**config.mk**
```make
export PLATFORM = sky130hd
export DESIGN_NAME = debug_stim_sequencer_flat
export DESIGN_NICKNAME = d
export VERILOG_FILES = /design/src/rtl/debug_stim_sequencer_if.sv /design/src/rtl/debug_stim_sequencer.sv /design/src/flat_wrapper.sv
export SDC_FILE = /design/constraint.sdc
export NUM_CORES = 1
export LEC_CHECK = 0
export CAP_MARGIN = 10
export CORE_ASPECT_RATIO = 1.5
export CORE_MARGIN = 5
export CORE_UTILIZATION = 48
export CTS_CLUSTER_DIAMETER = 200
export DETAILED_ROUTE_END_ITERATION = 10
export PLACE_DENSITY_LB_ADDON = 0.3
export REMOVE_ABC_BUFFERS = 1
export SLEW_MARGIN = 40
export SYNTH_ARGS = -nofsm -noshare
export SYNTH_HDL_FRONTEND = slang
export SYNTH_SLANG_ARGS = --single-unit
```
**constraint.sdc**
```tcl
create_clock -name clk -period 1.6 [get_ports clk]
set_input_delay 0.4 -clock clk [delete_from_list [all_inputs] [get_ports clk]]
set_output_delay 0.4 -clock clk [all_outputs]
set_load 0.02 [all_outputs]
```
**src/rtl/debug_stim_sequencer_if.sv**
```systemverilog
// ---------------------------------------------------------------------------
// debug_stim_sequencer_if
// Groups the button/switch controls and the processor-facing stimulus
// outputs of debug_stim_sequencer.
//   master : drives soft_rst/start/pause/step, observes the stimulus outputs
//   slave  : the sequencer itself
// Signals:
//   soft_rst, start, pause, step  - control requests (master -> slave)
//   cpu_reset                     - processor reset (slave -> master)
//   ssd_sel[SEL_W-1:0]            - current debug channel
//   led_sel[1:0]                  - current LED view select
//   sample_stb, wrap_pulse        - one-cycle event pulses
//   busy                          - scanning or paused
// ---------------------------------------------------------------------------
interface debug_stim_sequencer_if #(
  parameter int SEL_W = 4
);
  logic             soft_rst;
  logic             start;
  logic             pause;
  logic             step;
  logic             cpu_reset;
  logic [SEL_W-1:0] ssd_sel;
  logic [1:0]       led_sel;
  logic             sample_stb;
  logic             wrap_pulse;
  logic             busy;

  modport master (
    output soft_rst, start, pause, step,
    input  cpu_reset, ssd_sel, led_sel, sample_stb, wrap_pulse, busy
  );

  modport slave (
    input  soft_rst, start, pause, step,
    output cpu_reset, ssd_sel, led_sel, sample_stb, wrap_pulse, busy
  );
endinterface

```
**src/rtl/debug_stim_sequencer.sv**
```systemverilog
// ---------------------------------------------------------------------------
// debug_stim_sequencer
// On-board reset/select stimulus for processor_main. Stretches the processor
// reset for RESET_CYCLES clocks, then scans ssd_sel over NUM_CH channels with
// DWELL clocks per channel, optionally advancing led_sel once per full scan.
// Ports:
//   clk    - system clock, rising edge
//   reset  - synchronous, active-high; aborts everything immediately
//   sif    - debug_stim_sequencer_if.slave (controls in, stimulus out)
// All outputs are registered.
// ---------------------------------------------------------------------------
module debug_stim_sequencer #(
  parameter int         RESET_CYCLES = 10,
  parameter int         SEL_W        = 4,
  parameter int         NUM_CH       = 13,
  parameter int         DWELL        = 1000,
  parameter logic [1:0] LED_DEFAULT  = 2'b01,
  parameter bit         LED_ADVANCE  = 1'b1
) (
  input logic                    clk,
  input logic                    reset,
  debug_stim_sequencer_if.slave  sif
);

  localparam int HOLD_W  = $clog2(RESET_CYCLES + 1);
  localparam int DWELL_W = $clog2(DWELL);

  localparam logic [HOLD_W-1:0]  HOLD_LAST  = HOLD_W'(RESET_CYCLES - 1);
  localparam logic [DWELL_W-1:0] DWELL_LAST = DWELL_W'(DWELL - 1);
  localparam logic [SEL_W-1:0]   CH_LAST    = SEL_W'(NUM_CH - 1);

  typedef enum logic [1:0] {
    RST_HOLD = 2'd0,
    IDLE     = 2'd1,
    SCAN     = 2'd2,
    PAUSED   = 2'd3
  } state_t;

  state_t              state_r, state_s;
  logic [HOLD_W-1:0]   hold_cnt_r, hold_cnt_s;
  logic [DWELL_W-1:0]  dwell_cnt_r, dwell_cnt_s;
  logic [SEL_W-1:0]    ssd_sel_r, ssd_sel_s;
  logic [1:0]          led_sel_r, led_sel_s;
  logic                cpu_reset_r;
  logic                sample_stb_r;
  logic                wrap_pulse_r, wrap_s;
  logic                busy_r;
  logic                adv_s;

  // Next-state, counter and channel-advance decode
  always_comb begin
    state_s     = state_r;
    hold_cnt_s  = hold_cnt_r;
    dwell_cnt_s = dwell_cnt_r;
    adv_s       = 1'b0;

    case (state_r)
      RST_HOLD: begin
        if (sif.soft_rst) begin
          hold_cnt_s = {HOLD_W{1'b0}};
        end else if (hold_cnt_r == HOLD_LAST) begin
          state_s    = IDLE;
          hold_cnt_s = hold_cnt_r + HOLD_W'(1);
        end else begin
          hold_cnt_s = hold_cnt_r + HOLD_W'(1);
        end
      end

      IDLE: begin
        if (sif.soft_rst) begin
          state_s    = RST_HOLD;
          hold_cnt_s = {HOLD_W{1'b0}};
        end else if (sif.start) begin
          state_s     = SCAN;
          dwell_cnt_s = {DWELL_W{1'b0}};
        end else begin
          state_s = IDLE;
        end
      end

      // SCAN and PAUSED share the dwell counter. The edge that releases
      // pause already counts, so the channel keeps exactly DWELL counting
      // edges in total across the pause.
      SCAN, PAUSED: begin
        if (sif.soft_rst) begin
          state_s    = RST_HOLD;
          hold_cnt_s = {HOLD_W{1'b0}};
        end else if (sif.pause) begin
          state_s = PAUSED;
          if ((state_r == PAUSED) && sif.step) begin
            adv_s       = 1'b1;
            dwell_cnt_s = {DWELL_W{1'b0}};
          end else begin
            dwell_cnt_s = dwell_cnt_r;
          end
        end else begin
          state_s = SCAN;
          if (dwell_cnt_r == DWELL_LAST) begin
            adv_s       = 1'b1;
            dwell_cnt_s = {DWELL_W{1'b0}};
          end else begin
            dwell_cnt_s = dwell_cnt_r + DWELL_W'(1);
          end
        end
      end

      default: begin
        state_s    = RST_HOLD;
        hold_cnt_s = {HOLD_W{1'b0}};
      end
    endcase
  end

  // Channel / LED view advance with wrap detection
  always_comb begin
    wrap_s    = adv_s && (ssd_sel_r == CH_LAST);
    ssd_sel_s = ssd_sel_r;
    led_sel_s = led_sel_r;
    if (wrap_s) begin
      ssd_sel_s = {SEL_W{1'b0}};
      if (LED_ADVANCE) begin
        led_sel_s = led_sel_r + 2'd1;
      end else begin
        led_sel_s = led_sel_r;
      end
    end else if (adv_s) begin
      ssd_sel_s = ssd_sel_r + SEL_W'(1);
    end else begin
      ssd_sel_s = ssd_sel_r;
    end
  end

  // State, counters and registered outputs
  always_ff @(posedge clk) begin
    if (reset) begin
      state_r      <= RST_HOLD;
      hold_cnt_r   <= {HOLD_W{1'b0}};
      dwell_cnt_r  <= {DWELL_W{1'b0}};
      ssd_sel_r    <= {SEL_W{1'b0}};
      led_sel_r    <= LED_DEFAULT;
      cpu_reset_r  <= 1'b1;
      sample_stb_r <= 1'b0;
      wrap_pulse_r <= 1'b0;
      busy_r       <= 1'b0;
    end else begin
      state_r      <= state_s;
      hold_cnt_r   <= hold_cnt_s;
      dwell_cnt_r  <= dwell_cnt_s;
      ssd_sel_r    <= ssd_sel_s;
      led_sel_r    <= led_sel_s;
      cpu_reset_r  <= (state_s == RST_HOLD);
      sample_stb_r <= adv_s;
      wrap_pulse_r <= wrap_s;
      busy_r       <= (state_s == SCAN) || (state_s == PAUSED);
    end
  end

  assign sif.cpu_reset  = cpu_reset_r;
  assign sif.ssd_sel    = ssd_sel_r;
  assign sif.led_sel    = led_sel_r;
  assign sif.sample_stb = sample_stb_r;
  assign sif.wrap_pulse = wrap_pulse_r;
  assign sif.busy       = busy_r;

endmodule

```
**src/flat_wrapper.sv**
```systemverilog
// flat-port wrapper written by rule: the top's interface ports become plain ports
module debug_stim_sequencer_flat 
#(
  parameter int         RESET_CYCLES = 10,
  parameter int         SEL_W        = 4,
  parameter int         NUM_CH       = 13,
  parameter int         DWELL        = 1000,
  parameter logic [1:0] LED_DEFAULT  = 2'b01,
  parameter bit         LED_ADVANCE  = 1'b1
)
  (clk, reset, sif_soft_rst, sif_start, sif_pause, sif_step, sif_cpu_reset, sif_ssd_sel, sif_led_sel, sif_sample_stb, sif_wrap_pulse, sif_busy);
  debug_stim_sequencer_if #(.SEL_W(SEL_W)) sif_i ();
  input logic clk;
  input logic reset;
  input wire logic [$bits(sif_i.soft_rst)-1:0] sif_soft_rst;
  input wire logic [$bits(sif_i.start)-1:0] sif_start;
  input wire logic [$bits(sif_i.pause)-1:0] sif_pause;
  input wire logic [$bits(sif_i.step)-1:0] sif_step;
  output wire logic [$bits(sif_i.cpu_reset)-1:0] sif_cpu_reset;
  output wire logic [$bits(sif_i.ssd_sel)-1:0] sif_ssd_sel;
  output wire logic [$bits(sif_i.led_sel)-1:0] sif_led_sel;
  output wire logic [$bits(sif_i.sample_stb)-1:0] sif_sample_stb;
  output wire logic [$bits(sif_i.wrap_pulse)-1:0] sif_wrap_pulse;
  output wire logic [$bits(sif_i.busy)-1:0] sif_busy;
  assign sif_i.soft_rst = sif_soft_rst;
  assign sif_i.start = sif_start;
  assign sif_i.pause = sif_pause;
  assign sif_i.step = sif_step;
  assign sif_cpu_reset = sif_i.cpu_reset;
  assign sif_ssd_sel = sif_i.ssd_sel;
  assign sif_led_sel = sif_i.led_sel;
  assign sif_sample_stb = sif_i.sample_stb;
  assign sif_wrap_pulse = sif_i.wrap_pulse;
  assign sif_busy = sif_i.busy;
  debug_stim_sequencer #(.RESET_CYCLES(RESET_CYCLES), .SEL_W(SEL_W), .NUM_CH(NUM_CH), .DWELL(DWELL), .LED_DEFAULT(LED_DEFAULT), .LED_ADVANCE(LED_ADVANCE)) u_core (.clk(clk), .reset(reset), .sif(sif_i));
endmodule
```
# ---- Word level (Yosys, flattened, before mapping)
# Index checks and enable logic that the tools add are counted.
dict set report op_classes {
  reduce_logical 10
  add_sub_neg 4
  eq_ne 13
  n_mux 22
}
# op n
set ops {}
lappend ops {{$mux 10} 6}
lappend ops {{$pmux 10 s2} 1}
lappend ops {{$add 10x1->10 const B} 1}
lappend ops {{$eq 10x10->1 const B} 1}
lappend ops {{$mux 2} 5}
lappend ops {{$add 4x1->4 const B} 2}
lappend ops {{$eq 2x2->1 const B} 4}
lappend ops {{$eq 4x4->1 const B} 2}
lappend ops {{$mux 4} 2}
lappend ops {{$pmux 4 s2} 1}
lappend ops {{$mux 1} 6}
lappend ops {{$ne 2x2->1 const B} 3}
lappend ops {{$pmux 2 s3} 1}
lappend ops {{$reduce_and 5->1} 1}
lappend ops {{$logic_not 2->1} 2}
lappend ops {{$reduce_or 2->1} 2}
lappend ops {{$ne 3x2->1 const B} 1}
lappend ops {{$reduce_or 3->1} 1}
lappend ops {{$add 2x1->2 const B} 1}
lappend ops {{$eq 2x1->1 const B} 1}
lappend ops {{$logic_and 1x1->1} 2}
lappend ops {{$ne 2x1->1 const B} 1}
lappend ops {{$reduce_bool 2->1} 1}
lappend ops {{$logic_or 1x1->1} 1}
dict set report word_totals {
  ff_bits 26
  output_inout_bits 10
  input_bits 6
}

# ---- Longest topological paths before layout
dict set report depth {
  word_depth 8
  mapped_depth 6
  depth_no_buf 6
}

# ---- Least setup slack after synthesis
# OpenSTA, ideal clock, no wires.
dict set report synth_timing {
  path_type {register -> register}
  from {register u_core.dwell_cnt_r[0]}
  to {register u_core.dwell_cnt_r[6]}
  setup_time_ps 70
  path_stages_with_launch 6
  setup_slack_ps -29
  arrival_time_ps 1559
  path_buffers 0
  path_cell_list {dfxtp_1 ha_1 nand3_1 a2111o_1 or3_1 a21oi_1}
}
dict set report synth_via {
  elab_chain_cells 5
}
# item line_no
set synth_lines {}
lappend synth_lines {{start, declared} debug_stim_sequencer.sv:41} ;# logic [DWELL_W-1:0] dwell_cnt_r, dwell_cnt_s;
lappend synth_lines {{start signal, assigned} debug_stim_sequencer.sv:138} ;# dwell_cnt_r <= {DWELL_W{1'b0}};
lappend synth_lines {{start signal, assigned} debug_stim_sequencer.sv:148} ;# dwell_cnt_r <= dwell_cnt_s;
lappend synth_lines {{$add 10x1->10 / $eq 10x10->1 (equally long branches)} {debug_stim_sequencer.sv:102, debug_stim_sequencer.sv:98}}
lappend synth_lines {{$mux 10 (*)} debug_stim_sequencer.sv:98} ;# if (dwell_cnt_r == DWELL_LAST) begin
lappend synth_lines {{$mux 10 (*)} debug_stim_sequencer.sv:88} ;# end else if (sif.pause) begin
lappend synth_lines {{$mux 10 (*)} debug_stim_sequencer.sv:85} ;# if (sif.soft_rst) begin
lappend synth_lines {{$pmux 10 s2 (*)} debug_stim_sequencer.sv:57} ;# case (state_r)
# Mark *: on every way between the ends. The rest lies on a longest branch, timed or not. The select of a mux whose other input is x is not followed.
# A chain may end at the register's enable or synchronous reset.

# ---- Worst setup path in the final report
dict set report layout_timing {
  from {input sif_soft_rst}
  to {register u_core.dwell_cnt_r[7]}
}
dict set report layout_via {
  elab_chain_cells 2
}
# item line_no
set layout_lines {}
lappend layout_lines {{start, declared} flat_wrapper.sv:15} ;# input wire logic [$bits(sif_i.soft_rst)-1:0] sif_soft_rst;
lappend layout_lines {{$ne 2x2->1 (no line)} --}
lappend layout_lines {{$reduce_and 5->1 (no line) (*)} --}
# Mark *: on every way between the ends. The rest lies on a longest branch, timed or not.

==> impl_metrics.py <==
metrics = {
    "clock_tree": {
        "clkSinkCount": 26,
        "root_buffer": "clkbuf_4",
        "cts_made_buffers": 3,
        "clock_latency_ns": 0.33,
        "htreeDepth": 1,
        "cts.reportedPaths.clkPinSlew_ns": 0.15,
        "hold_buffers": 0,
        "cts_tree": "yes",
        "cts_buffer_depth": 2,
    },
    "pwr": {
        "p_leak_nw": 0.664,
        "power_density_nw_per_um2": 692,
        "ir_drop_uv": 780,
    },
    "detailed_routing": {
        "avgViaCountPerCell": 5.82,
        "drtIter0Drc": 26,
        "wl_um": 2900,
        "drtAntennaViolNets": 0,
        "wl_per_cell_um": 14.4,
        "first_pass_iters": 4,
        "via_count": 1176,
        "drcViolationCount": 0,
    },
    "worst_setup_path": {
        "crit_required_ns": 1.88,
        "path_delay_family": "simple AND/OR/NAND/NOR gates",
        "critical_path.max_stage_delay_ns": 0.46,
        "cp_num_buf_inv": 1,
        "timing_worst_setup_path_type": "input pin to register",
        "cp-start-kind": "input pin",
        "worst_path_max_delay_cell": "a2111o_1",
        "end_kind": "register",
        "crit_path_max_fanout": 5,
        "cp.arrival_ns": 1.84,
        "path_cells": "dlygate4sd2_1 -> nand4b_1 -> a2111o_1 -> or3_1 -> a21oi_2",
        "path_depth": 5,
        "rr_worst_depth": 4,
    },
    "placed_design": {
        "dpl.cell_count": 197,
        "hpwlAfterDp_um": 2250,
        "io_buffers": 15,
        "gp_congestion": 0.827,
    },
    "synthesis": {
        "muxShareOfSynthArea_pct": 2.52,
        "syn_avg_cell_area_um2": 8.99,
        "synthAdderAreaFrac_pct": 5.04,
        "synth_xor_area_share_pct": 5.65,
        "synth_async_sr_flop_share_pct": 0,
        "syn_inst": 138,
        "synth-main-ff-cell": "dfxtp_1",
        "synth.largest_area_cell": "dfxtp_1",
        "synth_warnings": 0,
        "synth_cell_types": 38,
        "synth-simple-area-share_pct": 26.0,
        "synth_compound_area_share_pct": 16.3,
        "synth_seq_area_share_pct": 41.9,
        "synth_top_family_by_area": "simple AND/OR/NAND/NOR gates",
        "synth_top_area_share_pct": 41.9,
        "ys_ff_latch": 26,
        "netlist_area_um2": 1240,
        "synth-edff-count": 0,
        "synthTopCellsByArea": "dfxtp_1, nor2_1, ha_1, a21oi_1, xnor2_1",
    },
    "sta": {
        "setup_viol": 0,
        "period_minus_slack_ns": 1.56,
        "max_freq_mhz": 642,
        "post-route-period-util_pct": 97.3,
        "finClkSkew_ns": 0.00554,
        "drv_slew": 0,
        "finalHoldViolCount": 0,
        "slew-limit-headroom_pct": 72.9,
        "tightest_slew_ns": 0.397,
    },
    "global_routing": {
        "antenna_found_initial": 0,
        "met3_usage_pct": 3.08,
        "gr-total-overflow": 0,
        "grt_pass1_wl_um": 4680,
        "use_met2_pct": 32.7,
        "grt_use_total_pct": 16.5,
        "grt_max_degree": 16,
        "grt_use_met1_pct": 15.1,
        "first_global_vias": 1151,
        "top_usage_layer": "met2",
    },
    "floorplanning": {
        "start_util_pct": 50.1,
        "rows": 22,
        "die_area_um2": 3720,
        "die_w_um": 51.5,
        "die-height_um": 72.3,
        "io_pins": 16,
        "fp.coreArea_um2": 2480,
    },
    "final_layout": {
        "final_cells": 202,
        "mostFrequentLayoutCells": "buf_4, nor2_1, dfxtp_1",
        "utilization_pct": 67.5,
        "nNetsFinal": 190,
        "drive_gt1_share_pct": 27.5,
        "antenna_cells": 0,
        "final_common_cell": "buf_4",
        "syn2layout_area_growth_pct": 34.8,
    },
    "flow_run": {
        "drv_cap": 0,
    },
    "worst_hold_path": {
        "hold_class": "register to register",
        "worstHoldPathCells": 2,
    },
    "status": {
        "outcome": "completed",
    },
}
## logic make-up (layout without fill, tap and decap cells)
kind of cell | Yosys count | after routing
AO/OA/AOI/OAI | 29 | 29
XOR/XNOR | 8 | 8
adder cells (fa/ha/maj) | 5 | 5
buffers and inverters | 8 | 48
flip-flops | 26 | 26
multiplexers | 3 | 3
AND/OR/NAND/NOR | 59 | 59
## registers in the layout (all words and copies together), names as in the netlist, 2 cells and up
name and cells:
u_core.state_r 2, u_core.dwell_cnt_r 10, u_core.sif.ssd_sel 4, u_core.sif.led_sel 2, u_core.hold_cnt_r 4
## metrics by stage
step / hold WS, ns / area [um2] / TNS (ns) / setup WS [ns] / power, mW
floorplan: 0.454 / 1230 / -0.0591 / -0.0296 / 0.680
global placement: 0.471 / 1590 / -4.74 / -0.371 / 0.719
detailed placement: 0.496 / 1590 / -5.39 / -0.491 / 0.722
CTS: 0.516 / 1650 / 0 / 0.0117 / 1.17
global route: 0.553 / 1670 / -0.00756 / -0.00756 / 1.19
finish: 0.520 / 1670 / 0 / 0.0429 / 1.16
## area by class of cell
| class | count | area [um2] |
|---|---|---|
| inverters | 5 | 18.8 |
| multi-input cells | 104 | 707 |
| clock inverters | 1 | 30.0 |
| repair buffers | 39 | 325 |
| flip-flops and latches | 26 | 539 |
| clock buffers | 3 | 22.5 |
| fillers | 217 | 805 |
| well taps | 24 | 30.0 |
## routing by layer
layer	wire length (um)	vias up	share of wire [%]
met1	1120	567	38
met2	1630	21	56
met4	66	0	2.3
met5	0	-	0
met3	85	7	2.9
li1	-	581	-
## power breakdown
part           switching (mW)  internal, mW
Combinational          0.0252        0.0266
Clock                   0.204         0.254
Sequential            0.00296         0.645
## worst min-delay path, cell delays in order, from the launching register on
cell     delay, ns
dfxtp_1       0.36
o21ai_0       0.08
a21oi_1       0.06
## final timing paths
kind	start	slack [ns]	endpoint
setup / recovery	sif_soft_rst	0.04	u_core.dwell_cnt_r[7]
hold / removal	u_core.dwell_cnt_r[8]	0.52	u_core.dwell_cnt_r[8]
setup reg to reg	u_core.dwell_cnt_r[2]	0.06	u_core.dwell_cnt_r[7]
hold reg to reg	u_core.dwell_cnt_r[8]	0.52	u_core.dwell_cnt_r[8]
## synthesized netlist by cell type (4+ instances only)
cell     instances
nor2_1          17
dfxtp_1         26
nand4_1          5
nand3_1          6
xor2_1           4
nand2_1          8
a21oi_1          9
o21ai_0          5
ha_1             5
nor2b_1          4
inv_1            5
or3_1            4
xnor2_1          4
## timing repair
item / CTS / global route
endpoints found under the setup margin: 17 / 6
cloned: 0 / 0
pin swaps: 4 / 2
buffers inserted: 1 / 0
gates resized for setup: 21 / 9
Power figures use the tool's default switching activity.
